## src/rtl/button_gesture.sv

```systemverilog
// button_gesture: classifies a debounced button level into single, double and long-press pulses.
module button_gesture #(
  parameter int LONG_CYCLES = 25_000_000,
  parameter int GAP_CYCLES  = 7_500_000,
  parameter int CW = $clog2((LONG_CYCLES > GAP_CYCLES) ? LONG_CYCLES : GAP_CYCLES) + 1
) (
  input  logic       clk,
  input  logic       rst_n,
  input  logic       pb_d,
  output logic       single_1p,
  output logic       double_1p,
  output logic       long_1p,
  output logic [1:0] last_event,
  output logic       busy
);
  typedef enum logic [2:0] {ARM, IDLE, PRESS1, WAIT2, PRESS2, HELD} state_t;
  state_t state, state_nx;
  logic [CW-1:0] cnt, cnt_nx;
  logic [1:0] ev_nx;
  logic long_hit, gap_hit;
  assign long_hit = cnt == CW'(LONG_CYCLES - 1);
  assign gap_hit  = cnt == CW'(GAP_CYCLES - 1);
  always_ff @(posedge clk or negedge rst_n) begin
    if (!rst_n) begin
      state      <= ARM;
      cnt        <= '0;
      single_1p  <= 1'b0;
      double_1p  <= 1'b0;
      long_1p    <= 1'b0;
      last_event <= 2'b00;
    end else begin
      state      <= state_nx;
      cnt        <= cnt_nx;
      single_1p  <= ev_nx == 2'b01;
      double_1p  <= ev_nx == 2'b10;
      long_1p    <= ev_nx == 2'b11;
      last_event <= (ev_nx != 2'b00) ? ev_nx : last_event;
    end
  end
  always_comb begin
    state_nx = state;
    cnt_nx   = cnt;
    case (state)
      ARM:    state_nx = pb_d ? ARM : IDLE;
      IDLE: begin
        state_nx = pb_d ? PRESS1 : IDLE;
        cnt_nx   = '0;
      end
      PRESS1: begin
        state_nx = !pb_d ? WAIT2 : long_hit ? HELD : PRESS1;
        cnt_nx   = !pb_d ? '0 : cnt + 1'b1;
      end
      WAIT2: begin
        state_nx = pb_d ? PRESS2 : gap_hit ? IDLE : WAIT2;
        cnt_nx   = cnt + 1'b1;
      end
      PRESS2: state_nx = pb_d ? PRESS2 : IDLE;
      HELD:   state_nx = pb_d ? HELD : IDLE;
      default: state_nx = ARM;
    endcase
  end
  // Event code matches last_event encoding; 00 means no pulse this edge.
  always_comb begin
    busy  = state != IDLE;
    ev_nx = (state == PRESS1 && pb_d && long_hit) ? 2'b11 :
            (state == WAIT2 && !pb_d && gap_hit)  ? 2'b01 :
            (state == PRESS2 && !pb_d)            ? 2'b10 : 2'b00;
  end
endmodule

```

## config.mk

```make
export PLATFORM = sky130hd
export DESIGN_NAME = button_gesture
export DESIGN_NICKNAME = d
export VERILOG_FILES = /design/src/rtl/button_gesture.sv
export SDC_FILE = /design/constraint.sdc
export NUM_CORES = 1
export LEC_CHECK = 0
export BUFFER_PORTS_ARGS = -buffer_cell sky130_fd_sc_hd__buf_2
export CAP_MARGIN = 20
export CORE_MARGIN = 2
export CORE_UTILIZATION = 32
export DETAILED_ROUTE_END_ITERATION = 10
export PLACE_DENSITY_LB_ADDON = 0.1
export SYNTH_ARGS = -nofsm -noshare
export SYNTH_HDL_FRONTEND = slang
export SYNTH_SLANG_ARGS = --single-unit
```

## constraint.sdc

```tcl
create_clock -name clk -period 2.2 [get_ports clk]
set_input_delay 0.11 -clock clk [delete_from_list [all_inputs] [get_ports clk]]
set_output_delay 0.11 -clock clk [all_outputs]
set_load 0.02 [all_outputs]
```

Word-level counts from Yosys, hierarchy flattened

Cells that the tools add are included.

Register bits after elaboration: 34
Input bits: 3
Output and inout port bits: 6
Logic and storage cells: 41

$add $sub $neg: 1
Eq/ne operators: 11
Muxes and demuxes: 14
Reductions and logical operators: 9

Operators by type and width:

| cell                  | count |
|---|---|
| $pmux 26 s3           | 1 |
| $add 26x1->26 const B | 1 |
| $eq 26x23->1 const B  | 1 |
| $eq 26x25->1 const B  | 1 |
| $mux 26               | 1 |
| $pmux 3 s6            | 1 |
| $mux 3                | 5 |
| $mux 2                | 5 |
| $eq 3x2->1 const B    | 2 |
| $eq 3x3->1 const B    | 2 |
| $logic_and 1x1->1     | 5 |
| $eq 2x2->1 const B    | 2 |
| $eq 3x1->1 const B    | 1 |
| $logic_not 3->1       | 1 |
| $ne 3x1->1 const B    | 1 |
| $reduce_bool 3->1     | 1 |
| $eq 2x1->1 const B    | 1 |
| $reduce_bool 2->1     | 1 |
| $logic_not 1->1       | 1 |
| $mux 1                | 1 |

Logic depth before layout (Yosys ltp)

Gate-level depths: netlist (run 1).

Depth in word-level cells: 6
Gate-level depth with buffers: 7
Depth with buffers taken out: 6

Least setup slack after synthesis (run 1)

Ideal clock, no wire load.

Kind: register to register
Start point: register cnt[0]
End point: register cnt[22]
Library setup time: 78 ps
Data arrival time: 1,574 ps
Setup slack: 549 ps
Stages on the path, launching flop included: 7
Period minus slack after synthesis: 1,651 ps
Path through: dfrtp_1 > ha_1 > and3_1 > nand3_1 > buf_2 > or4_1 > a21oi_1

Longest elaborated chain between the ends: 3

Ends and longest elaborated chain:

| what                     | line   | text |
|---|---|---|
| start: declaration       | 18     | `logic [CW-1:0] cnt, cnt_nx;` |
| start signal: assignment | 33     | `cnt <= cnt_nx;` |
| $add 26x1->26 *          | 51, 55 |  |
| $mux 26                  | 51     | `cnt_nx = !pb_d ? '0 : cnt + 1'b1;` |
| $pmux 26 s3 *            | 43     | `case (state)` |

Mark *: on every way between the ends. The rest lies on a longest branch, timed or not.
A chain may end at the register's enable or synchronous reset.

Final worst setup path (run 1)

Start point: register cnt[0]
End point: register cnt[24]

Same word-level chain as after synthesis.

==> results of run 1 <==
==> where the power goes <==
part           leakage, nW  total [mW]  switching [mW]  internal (mW)
Combinational        0.355       0.554           0.374          0.181
Sequential           0.466       0.733          0.0591          0.674
Clock               0.0482       0.481           0.229          0.252
Total                0.869        1.77           0.662           1.11
==> routing by layer <==
metal,part of all wire [%],track usage (%),up-vias
li1,-,-,783
met1,44,20.0,828
met2,46,25.9,70
met3,7.9,4.95,15
met4,2.0,6.61,0
met5,0,0,-
==> synthesized netlist by cell type, types with 2 or more instances <==
master / n / share of area (%)
a21oi_1: 12 / 3.1
and4_1: 3 / 1.4
buf_6: 2 / 1.2
clkbuf_1: 10 / 2.0
dfrtp_1: 34 / 44
inv_1: 8 / 1.6
mux2i_1: 3 / 1.6
nand2_1: 13 / 2.5
nand2b_1: 8 / 2.6
nand3_1: 13 / 3.4
nand4_1: 10 / 3.3
nor2_1: 9 / 1.8
nor2b_1: 2 / 0.65
nor3b_1: 3 / 1.2
nor4_1: 3 / 0.98
nor4b_1: 3 / 1.4
o21ai_0: 8 / 2.1
o21ba_2: 2 / 1.0
o21bai_1: 2 / 0.78
o311ai_0: 5 / 2.3
o31a_1: 2 / 0.91
o31ai_1: 5 / 2.0
o41ai_1: 4 / 1.8
or3_1: 4 / 1.3
or4_1: 5 / 2.0
xnor2_1: 2 / 0.91
xor2_1: 5 / 2.3
==> worst reg2reg max path, stage by stage, from the launching register on <==
cell and delay, ns:
dfrtp_1 0.41, ha_1 0.26, and3_1 0.22, nand3_1 0.29
or4_1 0.55, a21oi_1 0.16
==> what timing repair did <==
item                      4_1_cts  5_1_grt
hold endpoints to repair       34        0
gates resized for setup         0        0
hold buffers                    1        0
==> layout make-up <==
cell class	count	area [sq um]	share of cell area, %
Clock buffer	7	86.3	4.03
Clock inverter	1	5.00	0.234
Inverter	8	30.0	1.40
Multi-Input combinational cell	146	966	45.1
Sequential cell	34	851	39.7
Tap cell	75	93.8	4.38
Timing Repair Buffer	17	110	5.14
==> sequential cells by signal, summed over array words and instances, names as in the netlist <==
name / flops
single_1p: 1
cnt: 26
long_1p: 1
state: 3
last_event: 2
double_1p: 1
==> worst max-delay path by stage <==
stage / slack, ns / depth (start not counted) / to
detailed placement: 0.27 / 4 / cnt[24]
floorplan: 0.55 / 6 / cnt[22]
global placement: 0.31 / 4 / cnt[22]
global route: 0.03 / 5 / cnt[22]
CTS: 0.25 / 5 / cnt[24]
finish: 0.25 / 5 / cnt[24]
==> cells by family after synthesis <==
group,Yosys count
AO/OA/AOI/OAI,46
XOR/XNOR,7
adder cells (fa/ha/maj),1
buffers and inverters,22
flip-flops,34
multiplexers,3
AND/OR/NAND/NOR,89
==> flow_summary.ini, run 1 <==
[final_layout]
fillerInstances = 584
number_of_inserted_diodes = 0
fraction_of_layout_instances_using_a_drive_strength_above_1_pct = 15.0
post_layout_nonfiller_instances = 288
core_utilization_of_the_finished_layout_pct = 36.6
layout.cells.most_common = dfrtp_1
layout_common_cells = dfrtp_1, nand2_1, nand3_1
final_nets = 216
finalInstanceArea_sq_um = 2140
area_growth_syn_to_layout_pct = 11.6

[clock_tree]
clkTransAtPathRegs_ns = 0.07
worst_skew_pair.late_latency_ns = 0.29
cts-buffers-inserted = 5
cts.root.buffer_cell = clkbuf_8
clockBufferDepth = 2
clock_sink_count = 34
cts.repair_timing.setup_buffer_count = 0
tritoncts = yes
htree_num_levels = 2

[timing]
clock_skew_ns = 0.00802
setup_viol = 0
drv_slew = 0
max_slew_margin_pct = 44.7
hold-worst-slack_ns = 0.165
finalCritPeriodShare_pct = 88.7
postLayoutSetupSlackWorst_ns = 0.248
post-route-min-period_ns = 1.95
max_clock_freq_ghz = 0.512
grt_setup_unrepaired = false
total_neg_setup_slack_ns = 0
worst-slew-pin-transition_ns = 0.830
hold_violations = 0

[logic_synthesis]
synth_enable_flop_cells = 0
yosysSeqAreaShare_pct = 44.3
main_synth_ff_type = dfrtp_1
ys_warn_count = 0
synth_nets = 206
synthAdderAreaFrac_pct = 0.652
ys_async_sr_fraction_pct = 100
synth_simple_gate_area_share_pct = 28.4
syn_inst = 202
syn-mean-instance-area_sq_um = 9.50
syn_area_sq_um = 1920
synth_compound_area_share_pct = 16.5
combinational_family_with_the_most_area_after_synthesis = simple AND/OR/NAND/NOR gates
post_synth_mux_area_share_pct = 1.56
yosys.area_share.xor_xnor_pct = 3.19
yosysUniqueCellTypes = 49
seq_cells_post_synth = 34

[place]
placed_cells_incl_taps = 279
gpl.final_weighted_congestion = 0.827
placement.setup.worst_slack_ns = 0.275
post_dp_cell_area_sq_um = 2040
port_buffers = 8
place.detailed.hpwl_um = 3310

[flow_run]
cap_violations = 0

[worst_setup_path]
critical-path-slowest-cell = or4_1
timing.critical_path.cells = ha_1 -> and3_1 -> nand3_1 -> or4_1 -> a21oi_1
cp-start-kind = flop
timing.rr.end = cnt[24]
reg2reg_from = cnt[0]
cp_max_fo = 11
startpoint = cnt[0]
timing.setup.critical_path_class = flop to flop
cp_slowest_stage_delay_ns = 0.55
crit_arrival_ns = 2.17
cp_num_buf_inv = 0
worstRegToRegCells = 5
critical_path.endpoint_type = flop
critPathRequiredTime_ns = 2.42
rrSetupSlack_ns = 0.25
worst_path_dominant_cell_family = simple AND/OR/NAND/NOR gates

[routing]
route.final.wire_length_um = 4840
initialDrtViolationCount = 138
avgViaCountPerCell = 5.89
dr.pass1.iters = 4
avgRoutedWirePerCell_um = 16.8
drc_errors = 0
antenna_left = 0
route.vias.total = 1696

[power]
power.density_cell_area_nw_per_um2 = 826
post-layout-total-power_mw = 1.77
vdd_drop_max_mv = 0.482
p_leak_nw = 0.869

[global_route]
antenna_violations_before_repair = 0
grt_util_all_layers_pct = 16.1
largest_net_degree_at_the_start_of_global_routing = 35
grt_overflow = 0
first_pass_grt_wire_length_um = 7900
first_global_vias = 1561

[floorplan]
top_level_ports = 9
num_rows = 28
die_x_um = 81.4
die_height_um = 81.4
fp.dieArea_sq_um = 6630
core-area_sq_um = 5850
starting_utilization_of_the_core_area_pct = 32.8

[worst_hold_path]
holdCritPathClass = input pin to flop
timing.hold.worst_endpoint = double_1p
worst_hold_startpoint = pb_d
hold-path-cell-count = 2

[outcome]
status = completed
No activity file was read; power rests on OpenSTA's default activity.
==> run 2, diff against run 1 <==
Settings changed: CORE_UTILIZATION 32 to 39.
==> flow_summary.ini, run 2 (synthesis gave the netlist of run 1 again) <==
[outcome]
status = completed

[final_layout]
reg_top3 = cnt: 26 flops, state: 3 flops, last_event: 2 flops
multi_input_comb_area_sq_um = 966
max_ffs_per_register = 26
ff_latch_area_sq_um = 851
fillerInstances = 480
area_growth_syn_to_layout_pct = 10.3
layout_common_cells = dfrtp_1, nand2_1, nand3_1
max_flop_register = cnt
final_nets = 214
number_of_inserted_diodes = 0
fraction_of_layout_instances_using_a_drive_strength_above_1_pct = 14.2
layout.cells.most_common = dfrtp_1

[global_route]
largest_net_degree_at_the_start_of_global_routing = 35
antenna_violations_before_repair = 0
first_pass_grt_wire_length_um = 7290
grt_util_all_layers_pct = 17.8
grt_overflow = 0
first_global_vias = 1540

[routing]
avgViaCountPerCell = 5.73
dr.pass1.iters = 4
route.final.wire_length_um = 4370
drc_errors = 0
initialDrtViolationCount = 78
avgRoutedWirePerCell_um = 15.7
antenna_left = 0
route.vias.total = 1594

[worst_hold_path]
holdCritPathClass = input pin to flop

[clock_tree]
postCtsHoldBufs = 1
cts.repair_timing.setup_buffer_count = 0
cts-buffers-inserted = 5
post_cts_resize_count = 0
clkTransAtPathRegs_ns = 0.07
clock_sink_count = 34
htree_num_levels = 2
tritoncts = yes
cts.root.buffer_cell = clkbuf_8
worst_skew_pair.late_latency_ns = 0.29
clockBufferDepth = 2

[worst_setup_path]
crit_arrival_ns = 2.22
critPathRequiredTime_ns = 2.41
cp_max_fo = 11
timing.setup.critical_path_class = flop to flop
critical_path.endpoint_type = flop
cp-start-kind = flop
rrSetupSlack_ns = 0.19

[timing]
max_slew_margin_pct = 48.8
finalCritPeriodShare_pct = 91.3
max_clock_freq_ghz = 0.498
setup_viol = 0
hold-worst-slack_ns = 0.168
grt_setup_unrepaired = false
drv_slew = 0
worst-slew-pin-transition_ns = 0.768
post-route-min-period_ns = 2.01
clock_skew_ns = 0.00484
hold_violations = 0
total_neg_setup_slack_ns = 0

[power]
cell_internal_pwr_mw = 1.11
post-layout-total-power_mw = 1.74
power.switching_mw = 0.628
power_switching_share_pct = 36.1
power.share.sequential_pct = 42.0
vdd_drop_max_mv = 0.226
p_leak_nw = 0.860
power.clock.fraction_pct = 27.4
power.density_cell_area_nw_per_um2 = 821
share_comb_of_total_power_pct = 30.6

[floorplan]
top_level_ports = 9
num_rows = 25
die_height_um = 74.2
starting_utilization_of_the_core_area_pct = 40.6
fp.dieArea_sq_um = 5500
die_x_um = 74.2
core-area_sq_um = 4720

[place]
port_buffers = 8
place.detailed.hpwl_um = 3100
gpl.final_weighted_congestion = 0.833

[flow_run]
cap_violations = 0
==> run 2: cell count changes in the layout (fill, tap and decap cells not counted) <==
| cell | previous run | this run |
|---|---|---|
| buf_4 | 8 | 6 |
==> run 2: per-layer routing <==
layer,vias to the layer above,part of all wire [%],GRT usage (%),wire length [um]
met5,-,0,0,0
met4,0,0.87,5.86,38
met3,4,3.2,4.47,138
met2,36,47,28.5,2070
met1,778,49,23.7,2120
li1,776,-,-,-
==> run 2: final timing paths <==
| path | cells after the start | start | endpoint |
|---|---|---|---|
| worst min-delay path | 2 | pb_d | double_1p |
| min in group asynchronous | 2 | rst_n | cnt[1] |
| worst min register to register | 1 | last_event[0] | last_event[0] |
| max in group asynchronous | 2 | rst_n | cnt[20] |
| worst max-delay path | 5 | cnt[0] | cnt[24] |
| worst max register to register | 5 | cnt[0] | cnt[24] |
==> run 2: power by group through the flow <==
stage	clock network, mW	logic (mW)	registers, mW
after global routing	0.521	0.603	0.739
final	0.477	0.532	0.729
after global placement	0	0.518	0.740
after floorplan	0	0.418	0.728
after CTS	0.494	0.534	0.729
after detailed placement	0	0.532	0.741
==> run 2: final cells by class <==
cell class,count,share of cell area (%)
repair buffers,15,4.49
well taps,67,3.96
flip-flops and latches,34,40.2
multi-input cells,146,45.6
clock inverters,1,0.236
inverters,8,1.42
clock buffers,7,4.08
==> run 2: through the flow <==
step                      cells  setup WS (ns)  area (sq um)  util [%]
final                       278          0.192          2120      44.8
after global routing        278         0.0202          2120      44.8
after CTS                   278          0.200          2120      44.8
after detailed placement    269          0.222          2020      42.7
after global placement      269          0.281          2020      42.7
after floorplan             202          0.549          1920         -
==> run 2: worst max-delay path, stage by stage (launching register included) <==
cell and delay [ns]:
dfrtp_1 0.41, ha_1 0.27, and3_1 0.22, nand3_1 0.29
or4_1 0.57, a21oi_1 0.17
==> run 3, diff against run 2 <==
Settings changed: CAP_MARGIN 20 to default, CORE_ASPECT_RATIO from default to 0.5.
==> flow_summary.ini, run 3 (synthesis gave the netlist of run 1 again) <==
[timing]
grt_setup_unrepaired = false
worst-slew-pin-transition_ns = 0.759
max_slew_margin_pct = 49.4
setup_viol = 0
drv_slew = 0
finalCritPeriodShare_pct = 88.5
total_neg_setup_slack_ns = 0
clock_skew_ns = 0.00640
post-route-min-period_ns = 1.95
hold_violations = 0
max_clock_freq_ghz = 0.514

[worst_hold_path]
hold-path-cell-count = 2
timing.hold.worst_endpoint = double_1p
holdCritPathClass = input pin to flop
worst_hold_startpoint = pb_d

[worst_setup_path]
timing.rr.end = cnt[17]
crit_arrival_ns = 2.16
critPathRequiredTime_ns = 2.41
critical_path.endpoint_type = flop
cp_num_buf_inv = 0
cp-start-kind = flop
cp_slowest_stage_delay_ns = 0.60
timing.setup.critical_path_class = flop to flop
worstRegToRegCells = 4
cp_max_fo = 11
timing.critical_path.cells = and4_4 -> nand3_1 -> or4_1 -> a21oi_1
reg2reg_from = cnt[6]
timing.critical_path.depth = 4
worst_path_dominant_cell_family = simple AND/OR/NAND/NOR gates
critical-path-slowest-cell = or4_1
rrSetupSlack_ns = 0.25

[floorplan]
fp.dieArea_sq_um = 5530
die_height_um = 53.6
num_rows = 17
die_x_um = 103
top_level_ports = 9
starting_utilization_of_the_core_area_pct = 42.0
core-area_sq_um = 4570

[clock_tree]
cts.root.buffer_cell = clkbuf_8
clockBufferDepth = 2
tritoncts = yes
cts.repair_timing.setup_buffer_count = 0
worst_skew_pair.late_latency_ns = 0.28
clock_sink_count = 34
clkTransAtPathRegs_ns = 0.07
htree_num_levels = 2
cts-buffers-inserted = 5

[routing]
dr.pass1.iters = 4
avgRoutedWirePerCell_um = 16.6
drc_errors = 0
antenna_left = 0
route.final.wire_length_um = 4590
avgViaCountPerCell = 5.75
route.vias.total = 1594
initialDrtViolationCount = 83

[outcome]
status = completed

[final_layout]
finalInstanceArea_sq_um = 2110
fraction_of_layout_instances_using_a_drive_strength_above_1_pct = 14.2
layout.cells.most_common = dfrtp_1
max_ffs_per_register = 26
max_flop_register = cnt
post_layout_nonfiller_instances = 277
area_growth_syn_to_layout_pct = 10.1
final_nets = 215
number_of_inserted_diodes = 0
reg_top3 = cnt: 26 flops, state: 3 flops, last_event: 2 flops
layout_common_cells = dfrtp_1, nand2_1, nand3_1, a21oi_1, nand4_1

[place]
placed_cells_incl_taps = 269
place.detailed.hpwl_um = 3210
gpl.final_weighted_congestion = 0.848
port_buffers = 8
post_dp_cell_area_sq_um = 2020

[global_route]
grt_overflow = 0
antenna_violations_before_repair = 0
grt_util_all_layers_pct = 18.7
first_global_vias = 1444
first_pass_grt_wire_length_um = 7600
largest_net_degree_at_the_start_of_global_routing = 35

[power]
power.density_cell_area_nw_per_um2 = 822
vdd_drop_max_mv = 0.450
post-layout-total-power_mw = 1.74
p_leak_nw = 0.853

[flow_run]
cap_violations = 0
run 3: changes by cell type in the layout (fill, tap and decap cells not counted):
cell,before,now
clkbuf_1,1,2
clkinv_2,1,0
clkbuf_8,6,5
buf_4,6,7
nand3_1,13,12
nand3_2,1,2
run 3: worst reg2reg max path: stages (launching register included):
cell and delay, ns:
dfrtp_1 0.49, and4_4 0.30, nand3_1 0.33, or4_1 0.61, a21oi_1 0.16
run 3: what timing repair did:
item,CTS,global route
hold buffers,1,0
hold endpoints to repair,34,0
endpoints found under the setup margin,0,2
gates resized for setup,0,1
run 3: how the worst max path moves through the flow:
stage,start,endpoint
2_1_floorplan,cnt[0],cnt[22]
3_5_place_dp,cnt[0],cnt[20]
5_1_grt,cnt[0],last_event[1]
4_1_cts,cnt[0],cnt[20]
3_3_place_gp,cnt[0],cnt[20]
6_report,cnt[6],cnt[17]
run 3: layout make-up:
cell class | count | area, sq um
sequential | 34 | 851
fill | 446 | 2460
timing repair buffer | 16 | 103
tap | 66 | 82.6
multi-input combinational | 146 | 971
inverter | 8 | 30.0
clock buffer | 7 | 76.3
run 3: stage by stage:
step	hold WS, ns	util, %	setup WS, ns
finish	0.186	46.2	0.254
global placement	0.229	44.2	0.240
global route	0.188	46.2	0.0591
floorplan	-0.186	-	0.549
CTS	0.179	46.1	0.201
detailed placement	0.233	44.2	0.218
run 3: power breakdown:
part           leakage (nW)  total (mW)  switching (mW)  internal [mW]
sequential            0.466       0.730          0.0567          0.674
clock                0.0383       0.434           0.217          0.218
combinational         0.349       0.572           0.377          0.195
run 3: per-layer routing:
metal	vias to the layer above	global-route usage, %	share of wire (%)
met5	-	0	0
met4	0	5.26	0.74
met3	5	5.19	4.9
met2	32	27.5	42
met1	780	27.1	53
li1	777	-	-
